<file path="src/rtl/instr_encoder.sv">
// instr_encoder: streaming RV32I instruction encoder.
// Turns a decoded instruction description into the 32-bit machine word, with
// valid/ready on both sides and a registered output stage.
// Build option: define INSTR_ENC_LI_EN to enable the `li` pseudo-instruction
// (class 9), which expands to one or two words through the LI_LO state.
// Without it, class 9 is handled like any other illegal class.
module instr_encoder #(
  parameter bit ILLEGAL_NOP = 1'b0   // 1: illegal class emits a nop, 0: dropped
) (
  input  logic        clk,
  input  logic        reset,
  input  logic        in_valid,
  output logic        in_ready,
  input  logic [3:0]  in_class,
  input  logic [2:0]  in_funct3,
  input  logic        in_funct7b5,
  input  logic [4:0]  in_rd,
  input  logic [4:0]  in_rs1,
  input  logic [4:0]  in_rs2,
  input  logic [31:0] in_imm,
  output logic        out_valid,
  input  logic        out_ready,
  output logic [31:0] out_instr,
  output logic        err
);

  localparam logic [6:0]  OP_R      = 7'b0110011;
  localparam logic [6:0]  OP_I      = 7'b0010011;
  localparam logic [6:0]  OP_LOAD   = 7'b0000011;
  localparam logic [6:0]  OP_STORE  = 7'b0100011;
  localparam logic [6:0]  OP_BRANCH = 7'b1100011;
  localparam logic [6:0]  OP_JAL    = 7'b1101111;
  localparam logic [6:0]  OP_JALR   = 7'b1100111;
  localparam logic [6:0]  OP_LUI    = 7'b0110111;
  localparam logic [6:0]  OP_AUIPC  = 7'b0010111;
  localparam logic [31:0] NOP_WORD  = 32'h0000_0013;

`ifdef INSTR_ENC_LI_EN
  typedef enum logic [0:0] {IDLE, LI_LO} state_t;
`else
  typedef enum logic [0:0] {IDLE} state_t;
`endif

  state_t      state_reg, state_next;
  logic        out_valid_reg;
  logic [31:0] out_instr_reg;
  logic        err_reg;

  logic        accept, handoff;
  logic [31:0] enc_word;
  logic        enc_emit;     // accepted descriptor produces an output word
  logic        enc_illegal;
  logic        enc_li_two;   // LI needs a second (addi) word
  logic [11:0] alu_imm12;

  assign accept  = in_valid && in_ready;
  assign handoff = out_valid_reg && out_ready;

  // Shift-immediate ops carry funct7[5] in place of imm[11:5].
  assign alu_imm12 = (in_funct3 == 3'b001 || in_funct3 == 3'b101)
                     ? {1'b0, in_funct7b5, 5'b00000, in_imm[4:0]}
                     : in_imm[11:0];

`ifdef INSTR_ENC_LI_EN
  logic [11:0] li_lo;
  logic [19:0] li_hi;
  logic        li_fits;
  logic [31:0] li_addi_word;
  logic [31:0] li_word_reg;   // addi rd,rd,lo held for the LI_LO beat

  // Upper part is rounded up when lo is negative so lui+addi sums correctly.
  assign li_lo        = in_imm[11:0];
  assign li_hi        = in_imm[31:12] + {19'd0, in_imm[11]};
  assign li_fits      = (&in_imm[31:11]) || !(|in_imm[31:11]);
  assign li_addi_word = {li_lo, in_rd, 3'b000, in_rd, OP_I};
`endif

  // Combinational encoder for the descriptor currently on the input.
  always_comb begin
    enc_word    = '0;
    enc_emit    = 1'b1;
    enc_illegal = 1'b0;
    enc_li_two  = 1'b0;
    case (in_class)
      4'd0: enc_word = {1'b0, in_funct7b5, 5'b00000, in_rs2, in_rs1, in_funct3, in_rd, OP_R};
      4'd1: enc_word = {alu_imm12, in_rs1, in_funct3, in_rd, OP_I};
      4'd2: enc_word = {in_imm[11:0], in_rs1, in_funct3, in_rd, OP_LOAD};
      4'd3: enc_word = {in_imm[11:5], in_rs2, in_rs1, in_funct3, in_imm[4:0], OP_STORE};
      4'd4: enc_word = {in_imm[12], in_imm[10:5], in_rs2, in_rs1, in_funct3,
                        in_imm[4:1], in_imm[11], OP_BRANCH};
      4'd5: enc_word = {in_imm[20], in_imm[10:1], in_imm[11], in_imm[19:12], in_rd, OP_JAL};
      4'd6: enc_word = {in_imm[11:0], in_rs1, 3'b000, in_rd, OP_JALR};
      4'd7: enc_word = {in_imm[31:12], in_rd, OP_LUI};
      4'd8: enc_word = {in_imm[31:12], in_rd, OP_AUIPC};
`ifdef INSTR_ENC_LI_EN
      4'd9: begin
        if (li_fits) begin
          enc_word = {li_lo, 5'd0, 3'b000, in_rd, OP_I};
        end else begin
          enc_word   = {li_hi, in_rd, OP_LUI};
          enc_li_two = (li_lo != 12'd0);
        end
      end
`endif
      default: begin
        enc_illegal = 1'b1;
        enc_emit    = ILLEGAL_NOP;
        enc_word    = NOP_WORD;
      end
    endcase
  end

  // Next-state logic and input handshake.
  always_comb begin
    state_next = state_reg;
    in_ready   = 1'b0;
    case (state_reg)
      IDLE: begin
        in_ready = !out_valid_reg || out_ready;
`ifdef INSTR_ENC_LI_EN
        if (accept && enc_li_two) state_next = LI_LO;
`endif
      end
`ifdef INSTR_ENC_LI_EN
      LI_LO: begin
        if (handoff) state_next = IDLE;
      end
`endif
      default: state_next = IDLE;
    endcase
  end

  // State, output register and error pulse.
  always_ff @(posedge clk) begin
    if (reset) begin
      state_reg     <= IDLE;
      out_valid_reg <= 1'b0;
      out_instr_reg <= '0;
      err_reg       <= 1'b0;
`ifdef INSTR_ENC_LI_EN
      li_word_reg   <= '0;
`endif
    end else begin
      state_reg <= state_next;
      err_reg   <= accept && enc_illegal;
`ifdef INSTR_ENC_LI_EN
      if (accept) li_word_reg <= li_addi_word;
      if (state_reg == LI_LO) begin
        // Second LI beat loads only once the lui word has been taken.
        if (handoff) begin
          out_instr_reg <= li_word_reg;
          out_valid_reg <= 1'b1;
        end
      end else
`endif
      if (accept && enc_emit) begin
        out_instr_reg <= enc_word;
        out_valid_reg <= 1'b1;
      end else if (handoff) begin
        out_valid_reg <= 1'b0;
      end
    end
  end

  assign out_valid = out_valid_reg;
  assign out_instr = out_instr_reg;
  assign err       = err_reg;

endmodule
</file>
<file path="config.mk">
export PLATFORM = sky130hd
export DESIGN_NAME = instr_encoder
export DESIGN_NICKNAME = d
export VERILOG_FILES = /design/src/rtl/instr_encoder.sv
export SDC_FILE = /design/constraint.sdc
export NUM_CORES = 1
export LEC_CHECK = 0
export ABC_CLOCK_PERIOD_IN_PS = 1700
export BUFFER_PORTS_ARGS = -buffer_cell sky130_fd_sc_hd__buf_4
export CAP_MARGIN = 20
export CORE_MARGIN = 8
export CORE_UTILIZATION = 42
export CTS_CLUSTER_DIAMETER = 50
export DETAILED_ROUTE_END_ITERATION = 10
export PLACE_DENSITY = 0.77
export SLEW_MARGIN = 10
export SYNTH_ARGS = -nofsm -noshare
export SYNTH_HDL_FRONTEND = slang
export SYNTH_SLANG_ARGS = --single-unit
</file>
<file path="constraint.sdc">
create_clock -name clk -period 1.7 [get_ports clk]
set_input_delay 0.51 -clock clk [delete_from_list [all_inputs] [get_ports clk]]
set_output_delay 0.51 -clock clk [all_outputs]
set_load 0.02 [all_outputs]
</file>
[After elaboration in Yosys (flattened, before gate mapping)]
Cells that the tools add are included.
Storage, ports and cells
  register bits after elaboration: 34
  bits of input ports: 59
  output and inout port bits: 35
Cells by class
  eq/ne operators: 10
  mux-type cells: 6
  reduce and logical (&&, ||, !) cells: 10
Operators with widths (count)
  32-bit case mux with 9 select lines: 1
  4-bit by 3-bit equality test with 1-bit output, second input constant: 4
  12-bit two-way mux: 1
  9-bit OR reduction: 1
  4-bit by 2-bit equality test with 1-bit output, second input constant: 2
  4-bit by 1-bit equality test with 1-bit output, second input constant: 1
  4-bit equality test, second input constant: 1
  1-bit logical AND: 4
  4-bit zero test: 1
  1-bit two-way mux: 4
  3-bit by 1-bit equality test with 1-bit output, second input constant: 1
  3-bit equality test, second input constant: 1
  1-bit logical OR: 2
  2-bit nonzero test: 1
  1-bit zero test: 1

[Depth between registers and ports, before layout]
Gate-level depths: netlist of the first run.
  word-level depth: 5
  gate-level depth with buffers: 7

[Least setup slack after synthesis of the first run]
No wires, ideal clock.
  path type: input to register
  from: in in_class[0]
  to: reg out_instr_reg[11], in the netlist out_instr[11]
  library setup time: 88 ps
  arrival time: 1591 ps
  setup slack: 21 ps
  stages on the path: 6
  cells stage by stage: buf_4 > or3b_1 > buf_6 > a21oi_4 > nand2_1 > a311oi_2
On the way
  cells in the longest elaborated chain, start to end: 4
  elaborated cells between the ends (all ways): 13
  those cells by class: eq/ne: 8; mux: 2; reduce/logical: 3
Ends and longest elaborated chain
  start: declaration: RTL line 14  | input logic [3:0] in_class,
  4-bit equality test (tied with other cells): RTL line 84  | case (in_class)
  9-bit OR reduction (no source line)
  1-bit two-way mux: RTL line 84
  1-bit logical AND: RTL line 156  | if (accept && enc_emit) begin
  end signal: assignment: RTL line 157  | out_instr_reg <= enc_word;
  end: declaration: RTL line 46  | logic [31:0] out_instr_reg;
Several ways; a longest one is shown, not always the timed one.
A chain may end at the register's enable or synchronous reset.

[Worst setup path in the final report of the first run]
  from: in in_class[1]
  to: reg out_instr_reg[9], in the netlist out_instr[9]
The elaborated chain is that of the path after synthesis.

==> metrics.csv, run 1 <==
stage,metric,value,unit
placement,I/O Buffers,93,
final_layout,number of filler cells placed in the layout,429,
grt,number of global-route vias before repair,2133,
critical_path,most numerous cell on the critical path,sky130_fd_sc_hd__buf_4,
final_layout,number of nets at the end of the flow,402,
sta,tightest hold margin,0.4571,ns
synth,share of the yosys chip area belonging to registers,33.67,%
run_status,result of the run,completed,
synth,most area-consuming cells after synthesis,"sky130_fd_sc_hd__dfxtp_1 (34%), sky130_fd_sc_hd__nor2_1 (6.5%), sky130_fd_sc_hd__nor2b_1 (3.8%)",
synth,total nets after synthesis,299,
sta,maximum clock frequency,626.7,MHz
synth,distinct cell type count of the synthesized netlist,42,
critical_path,class of the most critical setup path,primary input to register,
cts,CTS Sinks,33,
critical_path,endpoint arrival time on the critical path,1.79,ns
critical_path,required time reported for the critical path endpoint,1.89,ns
synth,post-synthesis cell area,1962,sq um
power,worst supply voltage drop on vdd,513.0,uV
floorplanning,total die area,7114,sq um
grt,GR Util All Layers,16.72,%
power,switching pwr,640.3,uW
cts,CTS tree,built,
synth,gate count after technology mapping,240,
synth,post-synth top area share,33.67,%
grt,pin count of the biggest net entering global routing,34,
final_layout,area growth from synthesis to layout,49.23,%
sta,final setup slack of the worst path,0.1043,ns
power,power per cell area,736.0,nW/um^2
detailed_routing,DRC violation count after routing,0,
sta,actual transition at the worst max-transition pin,0.3870,ns
detailed_routing,number of detailed-route iterations in the first pass,4,
detailed_routing,remaining number of nets flagged by the antenna check after routing,0,
run,max-cap violations,0,
sta,max-slew violation total from the final report,0,
power,proportion of power drawn by the clock network,30.0,%
floorplanning,site row count,25,
sta,min Tclk post-route,1.596,ns
placement,placed wire-length estimate after detailed placement,4818,um
cts,number of gates resized after CTS,0,
detailed_routing,total wire length after detailed routing,6307,um
detailed_routing,via total after detailed routing,2202,
sta,number of endpoints with negative hold slack in the final report,0,
critical_path,critical path launch point type,primary input,
critical_path,register-to-register setup slack,0.46,ns
sta,final worst path period share,93.87,%
cts,clock insertion delay at the later pin of the skew report,0.28,ns
floorplanning,count of pins on the block boundary,94,
detailed_routing,number of DRC violations after detailed-routing iteration 0,129,
synth,synth warn,0,
final_layout,final design area excluding fillers,2928,sq um
power,sequential group share of total power,39.8,%
floorplanning,area of the core region,4598,sq um
critical_path,crit end category,register,
critical_path,highest fanout seen on the critical path,7,
power,Cell Int Power,1.515,mW
final_layout,number of flip-flops in the largest register,31,
grt,GR Overflow Total,0,
final_layout,antenna diode count,0,
power,switching share of total power,29.71,%
grt,antenna violations before repair,0,
cts,CTS buffer count,5,
sta,final clock skew,0.004243,ns
sta,setup repair after global routing missed its margin,no,
placement,GP Congestion,0.8340,
hold_path,worst hold-check path type,register to register,
cts,register clock-pin slew on the reported worst setup and hold paths,0.07,ns
cts,number of buffers inserted by post-CTS setup repair,0,
sta,worst max-slew margin expressed relative to the limit,74.20,%
floorplanning,initial cell density of the core,42.67,%
synth,Avg Synthesized Cell Area,8.175,sq um
cts,number of buffers between clock root and the deepest sink,2,
cts,H-tree lvl count,2,
final_layout,proportion of layout cells with a drive suffix above 1,43.60,%
critical_path,"critical path, cell by cell","buf_4, buf_4, or3b_1, a21oi_4, nand2_1, a311oi_1",
placement,worst setup slack after placement,-0.1809,ns
critical_path,"Largest stage delay, worst path",0.46,ns
power,combinational group share of total power,30.2,%
cts,library cell used as clock root buffer,sky130_fd_sc_hd__clkbuf_8,
final_layout,final core area utilization,63.67,%
floorplanning,Chip Width,84.35,um
synth,number of synthesized register bits,33,
sta,setup-violating endpoint count in the final report,0,
grt,wire length of the first global-routing pass,9977,um
cts,number of buffers inserted for hold repair after clock tree synthesis,0,
critical_path,"Slowest-stage cell, CP",sky130_fd_sc_hd__or3b_1,
synth,library cell with the largest summed area after synthesis,sky130_fd_sc_hd__dfxtp_1,
detailed_routing,wire length per cell after detailed routing,15.85,um
detailed_routing,via count normalized by instance count,5.533,
power,Leakage,1.268,nW
placement,placed instance area,2823,sq um
floorplanning,Chip Height,84.35,um
-- critical path: cells and delay by family --
family | cells | cell delay [ns]
AOI/OAI and AO/OA | 2 | 0.45
and+or+nand+nor | 2 | 0.54
buffers and inverters | 2 | 0.28
-- cells in the final DEF, fill, tap and decap left out, types with 3 or more instances in the layout --
cell and n:
sky130_fd_sc_hd__a211oi_1 6, sky130_fd_sc_hd__a22oi_1 7, sky130_fd_sc_hd__nand4_1 5, sky130_fd_sc_hd__a221oi_1 3, sky130_fd_sc_hd__buf_4 120, sky130_fd_sc_hd__nand3_1 5
sky130_fd_sc_hd__a311oi_1 5, sky130_fd_sc_hd__dfxtp_1 33, sky130_fd_sc_hd__o221a_2 5, sky130_fd_sc_hd__clkbuf_8 7, sky130_fd_sc_hd__o21ai_0 7, sky130_fd_sc_hd__a21oi_1 9
sky130_fd_sc_hd__a211oi_2 5, sky130_fd_sc_hd__nor3b_1 6, sky130_fd_sc_hd__a222oi_1 4, sky130_fd_sc_hd__a31oi_1 10, sky130_fd_sc_hd__nand2_1 14, sky130_fd_sc_hd__nand3b_1 4
sky130_fd_sc_hd__nor2b_1 12, sky130_fd_sc_hd__nor2_1 34, sky130_fd_sc_hd__inv_1 4, sky130_fd_sc_hd__nor3_1 11
-- synthesized netlist by cell type --
cell                        count
sky130_fd_sc_hd__nand3b_4       1
sky130_fd_sc_hd__nand4b_1       2
sky130_fd_sc_hd__nand2_1       14
sky130_fd_sc_hd__nor3_1        11
sky130_fd_sc_hd__mux2_2         1
sky130_fd_sc_hd__a22oi_1        7
sky130_fd_sc_hd__o31ai_2        1
sky130_fd_sc_hd__buf_4          7
sky130_fd_sc_hd__nor2_1        34
sky130_fd_sc_hd__o21ai_0        7
sky130_fd_sc_hd__nand3b_1       4
sky130_fd_sc_hd__inv_1          4
sky130_fd_sc_hd__or2_1          1
sky130_fd_sc_hd__a21oi_1        9
sky130_fd_sc_hd__nand3_1        5
sky130_fd_sc_hd__a221oi_1       3
sky130_fd_sc_hd__o31ai_1        2
sky130_fd_sc_hd__or3b_1         1
sky130_fd_sc_hd__a311oi_1       5
sky130_fd_sc_hd__xnor2_1        1
sky130_fd_sc_hd__nand2b_1       2
sky130_fd_sc_hd__nor3b_1        6
sky130_fd_sc_hd__a31oi_1       10
sky130_fd_sc_hd__a311oi_2       2
sky130_fd_sc_hd__buf_6          2
sky130_fd_sc_hd__clkbuf_1       9
sky130_fd_sc_hd__a21oi_4        1
sky130_fd_sc_hd__inv_2          1
sky130_fd_sc_hd__dfxtp_1       33
sky130_fd_sc_hd__nand4_1        5
sky130_fd_sc_hd__o2111ai_1      2
sky130_fd_sc_hd__o211ai_1       1
sky130_fd_sc_hd__o21ai_1        2
sky130_fd_sc_hd__and3_1         2
sky130_fd_sc_hd__nor2_2         1
sky130_fd_sc_hd__buf_2          8
sky130_fd_sc_hd__nor2b_1       12
sky130_fd_sc_hd__a211oi_2       5
sky130_fd_sc_hd__mux2i_1        1
sky130_fd_sc_hd__o221a_2        5
sky130_fd_sc_hd__a211oi_1       6
sky130_fd_sc_hd__a222oi_1       4
-- power by group through the flow --
| stage | registers [mW] | logic, mW | clock network [mW] |
|---|---|---|---|
| floorplan | 0.941 | 0.284 | 0 |
| global placement | 0.872 | 0.638 | 0 |
| detailed placement | 0.875 | 0.646 | 0 |
| CTS | 0.858 | 0.650 | 0.657 |
| global route | 0.864 | 0.702 | 0.690 |
| finish | 0.858 | 0.650 | 0.647 |
-- metal layers --
metal / track usage [%] / share of wire, % / vias up / wire length [um]
li1: - / - / 1099 / -
met1: 18.96 / 41 / 1021 / 2603
met2: 28.97 / 50 / 75 / 3164
met3: 4.840 / 6.9 / 7 / 437
met4: 5.864 / 1.6 / 0 / 101
met5: 0 / 0 / - / 0
-- layout make-up --
type	instances	area [sq um]	share of cell area, %
clock inverter	1	5.005	0.1709
inverter	5	18.77	0.6410
tap	54	67.56	2.308
sequential	33	660.6	22.56
clock buffer	7	96.34	3.291
multi-input combinational	176	1139	38.89
timing repair buffer	122	940.9	32.14
-- logic make-up after synthesis --
| group | count (synthesis) | synth area share [%] |
|---|---|---|
| AO/OA/AOI/OAI | 72 | 29.46 |
| XOR/XNOR | 1 | 0.4465 |
| buffers and inverters | 31 | 8.545 |
| flip-flops | 33 | 33.67 |
| multiplexers | 2 | 1.084 |
| AND/OR/NAND/NOR | 101 | 26.79 |
-- per-stage QoR --
| step | power (mW) | setup TNS [ns] | std cells |
|---|---|---|---|
| after floorplan | 1.225 | 0 | 240 |
| after global placement | 1.511 | -3.183 | 390 |
| after detailed placement | 1.521 | -3.547 | 390 |
| after CTS | 2.165 | 0 | 398 |
| after global routing | 2.257 | 0 | 398 |
| final | 2.155 | 0 | 398 |
-- final timing paths --
path                      from       endpoint  depth (start not counted)
setup / recovery   in_class[1]   out_instr[9]                          6
hold / removal    out_instr[6]   out_instr[6]                          2
setup reg to reg     out_valid  out_instr[30]                          5
hold reg to reg   out_instr[6]   out_instr[6]                          2
(Power assumes the default switching activity.)
==> inputs of run 2 (changes only) <==
- CORE_UTILIZATION: 42 -> 40
- PLACE_DENSITY: 0.77 -> 0.73
==> metrics.csv, run 2 (synthesized netlist as in run 1, its figures left out) <==
stage,metric,value,unit
grt,number of global-route vias before repair,2186,
cts,number of buffers inserted for hold repair after clock tree synthesis,0,
final_layout,number of flip-flops in the largest register,31,
cts,clock insertion delay at the later pin of the skew report,0.28,ns
sta,min Tclk post-route,1.626,ns
floorplanning,count of pins on the block boundary,94,
final_layout,"leading cell type in the layout, fill and taps excluded",sky130_fd_sc_hd__buf_4,
power,Leakage,1.286,nW
power,worst supply voltage drop on vdd,575.5,uV
final_layout,antenna diode count,0,
grt,GR Overflow Total,0,
detailed_routing,number of DRC violations after detailed-routing iteration 0,105,
sta,max-slew violation total from the final report,0,
cts,number of buffers between clock root and the deepest sink,2,
hold_path,hold path depth,2,
critical_path,CP Depth,7,
detailed_routing,via total after detailed routing,2196,
final_layout,proportion of layout cells with a drive suffix above 1,44.25,%
run,max-cap violations,0,
critical_path,Critical path buffers and inverters,3,
final_layout,final core area utilization,62.97,%
grt,pin count of the biggest net entering global routing,34,
critical_path,most numerous cell on the critical path,sky130_fd_sc_hd__buf_4,
placement,placed instance area,2877,sq um
sta,final worst path period share,95.64,%
placement,GP Congestion,0.8486,
run_status,result of the run,completed,
floorplanning,area of the core region,4723,sq um
critical_path,"Slowest-stage cell, CP",sky130_fd_sc_hd__a222oi_1,
placement,cell count after placement,408,
critical_path,required time reported for the critical path endpoint,1.85,ns
detailed_routing,DRC violation count after routing,0,
sta,final clock skew,0.002152,ns
floorplanning,Chip Width,86.04,um
sta,maximum clock frequency,615.1,MHz
floorplanning,Chip Height,86.04,um
placement,I/O Buffers,93,
sta,worst max-slew margin expressed relative to the limit,73.43,%
critical_path,crit-path leading delay family,compound AO/OA/AOI/OAI gates,
grt,GR Util All Layers,17.24,%
detailed_routing,number of detailed-route iterations in the first pass,4,
placement,placed wire-length estimate after detailed placement,5068,um
critical_path,critical path launch point type,primary input,
cts,CTS buffer count,5,
cts,H-tree lvl count,2,
final_layout,final design area excluding fillers,2974,sq um
cts,register clock-pin slew on the reported worst setup and hold paths,0.07,ns
critical_path,endpoint arrival time on the critical path,1.78,ns
detailed_routing,remaining number of nets flagged by the antenna check after routing,0,
final_layout,post-route insts no fill,415,
final_layout,"top library cells by usage in the layout, fill and taps aside","sky130_fd_sc_hd__buf_4 (125), sky130_fd_sc_hd__nor2_1 (34), sky130_fd_sc_hd__dfxtp_1 (33)",
sta,setup-violating endpoint count in the final report,0,
power,Overall Power,2.116,mW
cts,library cell used as clock root buffer,sky130_fd_sc_hd__clkbuf_8,
critical_path,highest fanout seen on the critical path,11,
detailed_routing,total wire length after detailed routing,6518,um
final_layout,number of filler cells placed in the layout,415,
sta,number of endpoints with negative hold slack in the final report,0,
cts,CTS Sinks,33,
power,power per cell area,711.5,nW/um^2
grt,wire length of the first global-routing pass,10320,um
critical_path,"critical path, cell by cell","buf_4, buf_4, nand4b_1, o31ai_2, buf_4, a222oi_1, a211oi_1",
sta,actual transition at the worst max-transition pin,0.3986,ns
critical_path,crit end category,register,
floorplanning,initial cell density of the core,41.54,%
sta,summed negative setup slack over all endpoints,0,ns
detailed_routing,via count normalized by instance count,5.292,
hold_path,worst hold-check path type,register to register,
floorplanning,total die area,7402,sq um
critical_path,"Largest stage delay, worst path",0.43,ns
floorplanning,site row count,25,
grt,antenna violations before repair,0,
cts,CTS tree,built,
critical_path,worst reg2reg path depth,5,
critical_path,class of the most critical setup path,primary input to register,
detailed_routing,wire length per cell after detailed routing,15.71,um
final_layout,area growth from synthesis to layout,51.59,%
final_layout,number of nets at the end of the flow,407,
run 2: changes by cell type in the layout (fill, tap and decap cells not counted), sizes merged:
cell / delta
buf: +5
clkinv: -1
run 2: layer usage:
metal  up-vias  GRT usage, %  share of wire [%]
met3         9         5.826                6.4
li1       1106             -                  -
met1      1023         19.04                 41
met2        58         29.53                 51
met4         0         6.847                1.4
met5         -             0                  0
run 2: repair_timing:
action / CTS / global route
buffers inserted: 0 / 0
resized for setup: 0 / 2
setup endpoints to repair: 0 / 20
run 2: worst reg2reg max path, stage by stage, from the launching register on:
cell and delay [ns]:
sky130_fd_sc_hd__dfxtp_1 0.32, sky130_fd_sc_hd__nand2b_1 0.16, sky130_fd_sc_hd__and3_2 0.30, sky130_fd_sc_hd__buf_12 0.16
sky130_fd_sc_hd__nor2_1 0.06, sky130_fd_sc_hd__a311oi_2 0.26
run 2: final timing paths:
| check | startpoint | to | slack, ns |
|---|---|---|---|
| hold / removal | out_instr[6] | out_instr[6] | 0.47 |
| setup reg to reg | out_valid | out_instr[31] | 0.34 |
| setup / recovery | in_class[1] | out_instr[23] | 0.07 |
| hold reg to reg | out_instr[6] | out_instr[6] | 0.47 |
run 2: report_power, final:
group / switching [mW] / internal [mW] / total [mW] / leakage (nW)
Combinational: 0.337 / 0.328 / 0.665 / 0.970
Sequential: 0.0286 / 0.829 / 0.858 / 0.272
Clock: 0.272 / 0.321 / 0.593 / 0.0443
Total: 0.638 / 1.48 / 2.12 / 1.29
run 2: per-stage QoR:
step | setup slack, ns | hold slack (ns)
3_5_place_dp | -0.2175 | 0.4555
2_1_floorplan | 0.02099 | 0.5302
3_3_place_gp | -0.1361 | 0.4462
5_1_grt | -0.003652 | 0.4804
6_report | 0.07414 | 0.4672
4_1_cts | 0.05194 | 0.4700
run 2: cell type report:
cell class              count  area [sq um]  area share [%]
clock buffers               7         86.33           2.903
inverters                   5         18.77          0.6310
multi-input cells         176          1146           38.54
flip-flops and latches     33         660.6           22.21
well taps                  67         83.83           2.819
repair buffers            127         978.4           32.90
==> inputs of run 3 (changes only) <==
- CORE_UTILIZATION: 40 -> 25
- PLACE_DENSITY: 0.73 -> default
==> metrics.csv, run 3 (synthesized netlist as in run 1, its figures left out) <==
stage,metric,value,unit
sta,final clock skew,0.002700,ns
final_layout,storage element area,660.6,sq um
grt,GR Overflow Total,0,
final_layout,number of flip-flops in the largest register,31,
grt,number of global-route vias before repair,2173,
run,max-cap violations,0,
hold_path,launch point of the worst hold path,out_instr[6],
cts,number of buffers inserted for hold repair after clock tree synthesis,0,
sta,final worst path period share,95.42,%
cts,number of buffers inserted by post-CTS setup repair,0,
final_layout,area growth from synthesis to layout,52.30,%
floorplanning,area of the core region,7647,sq um
grt,grt met3 use,3.563,%
cts,number of gates resized after CTS,0,
power,Overall Power,2.083,mW
critical_path,most numerous cell on the critical path,sky130_fd_sc_hd__buf_4,
floorplanning,initial cell density of the core,25.65,%
final_layout,"leading cell type in the layout, fill and taps excluded",sky130_fd_sc_hd__buf_4,
grt,GR met2 Demand/Resource,21.36,%
sta,number of endpoints with negative hold slack in the final report,0,
detailed_routing,DRC violation count after routing,0,
grt,pin count of the biggest net entering global routing,34,
critical_path,register-to-register setup slack,0.47,ns
run_status,result of the run,completed,
grt,wire length of the first global-routing pass,10750,um
sta,setup repair after global routing missed its margin,yes,
critical_path,"critical path, cell by cell","buf_4, buf_4, or3b_1, a21oi_4, nand2_1, a311oi_1",
cts,CTS Sinks,33,
critical_path,"Largest stage delay, worst path",0.49,ns
detailed_routing,number of detailed-route iterations in the first pass,7,
sta,summed negative setup slack over all endpoints,0,ns
critical_path,required time reported for the critical path endpoint,1.89,ns
floorplanning,site row count,32,
detailed_routing,wire length per cell after detailed routing,15.25,um
power,power per cell area,697.1,nW/um^2
cts,register clock-pin slew on the reported worst setup and hold paths,0.07,ns
critical_path,critical path launch point type,primary input,
sta,actual transition at the worst max-transition pin,0.3957,ns
floorplanning,count of pins on the block boundary,94,
grt,GR Util All Layers,11.96,%
final_layout,"top library cells by usage in the layout, fill and taps aside","sky130_fd_sc_hd__buf_4 (125), sky130_fd_sc_hd__nor2_1 (34), sky130_fd_sc_hd__dfxtp_1 (33)",
final_layout,antenna diode count,0,
cts,number of buffers between clock root and the deepest sink,2,
cts,clock insertion delay at the later pin of the skew report,0.28,ns
sta,max-slew violation total from the final report,0,
sta,worst max-slew margin expressed relative to the limit,73.62,%
sta,setup-violating endpoint count in the final report,0,
detailed_routing,total wire length after detailed routing,6863,um
floorplanning,Chip Width,104.6,um
critical_path,launch point of the worst reg-to-reg path,out_valid,
critical_path,first element of the critical path,in_class[1],
placement,I/O Buffers,93,
detailed_routing,via total after detailed routing,2192,
floorplanning,Chip Height,104.6,um
cts,CTS buffer count,5,
placement,placed wire-length estimate after detailed placement,5456,um
sta,final setup slack of the worst path,0.07779,ns
sta,min Tclk post-route,1.622,ns
critical_path,"Slowest-stage cell, CP",sky130_fd_sc_hd__or3b_1,
sta,maximum clock frequency,616.4,MHz
critical_path,highest fanout seen on the critical path,6,
final_layout,proportion of layout cells with a drive suffix above 1,43.97,%
power,worst supply voltage drop on vdd,234.6,uV
placement,GP Congestion,0.7822,
cts,CTS tree,built,
critical_path,endpoint arrival time on the critical path,1.82,ns
grt,antenna violations before repair,0,
final_layout,number of nets at the end of the flow,406,
detailed_routing,number of DRC violations after detailed-routing iteration 0,89,
floorplanning,total die area,10940,sq um
detailed_routing,remaining number of nets flagged by the antenna check after routing,0,
cts,H-tree lvl count,2,
final_layout,multi-input combinational cell area,1140,sq um
placement,worst setup slack after placement,-0.2767,ns
critical_path,crit end category,register,
final_layout,final core area utilization,39.07,%
critical_path,class of the most critical setup path,primary input to register,
power,Leakage,1.276,nW
cts,library cell used as clock root buffer,sky130_fd_sc_hd__clkbuf_8,
final_layout,number of filler cells placed in the layout,799,
hold_path,worst hold-check path type,register to register,
grt,met1 Track Usage GR,13.60,%
grt,most used routing layer,met2,
detailed_routing,via count normalized by instance count,4.871,
[run 3: cell type report]
class	instances	share of cell area, %
timing repair buffer	126	32.08
clock buffer	6	2.429
clock inverter	2	0.3350
multi-input combinational	176	38.15
inverter	5	0.6281
sequential	33	22.11
tap	102	4.271
[run 3: metrics by stage]
stage / cells / cell area (sq um) / hold WS (ns)
global route: 450 / 2988 / 0.4904
finish: 450 / 2988 / 0.4626
detailed placement: 442 / 2900 / 0.4499
floorplan: 240 / 1962 / 0.5302
global placement: 442 / 2900 / 0.4451
CTS: 450 / 2983 / 0.4549
[run 3: metal layers]
metal	vias up	share of wire, %	wire (um)
met2	56	51	3509
met5	-	0	0
met3	7	5.0	344
met1	1027	43	2936
met4	0	1.0	72
li1	1102	-	-
[run 3: where the power goes]
group / leakage [nW] / internal, mW / switching [mW] / total (mW)
Sequential: 0.272 / 0.829 / 0.0284 / 0.857
Clock: 0.0450 / 0.284 / 0.288 / 0.572
Combinational: 0.959 / 0.322 / 0.332 / 0.654
Total: 1.28 / 1.43 / 0.649 / 2.08
[run 3: path summary, 6_finish.rpt]
path                    to  depth (start not counted)
max           out_instr[8]                          6
min reg2reg   out_instr[6]                          2
max reg2reg  out_instr[13]                          6
min           out_instr[6]                          2
[run 3: critical path: cells and delay by family]
kind | cells | cell delay, ns
AND/OR/NAND/NOR | 2 | 0.56
AO/OA/AOI/OAI | 2 | 0.47
buffers and inverters | 2 | 0.28
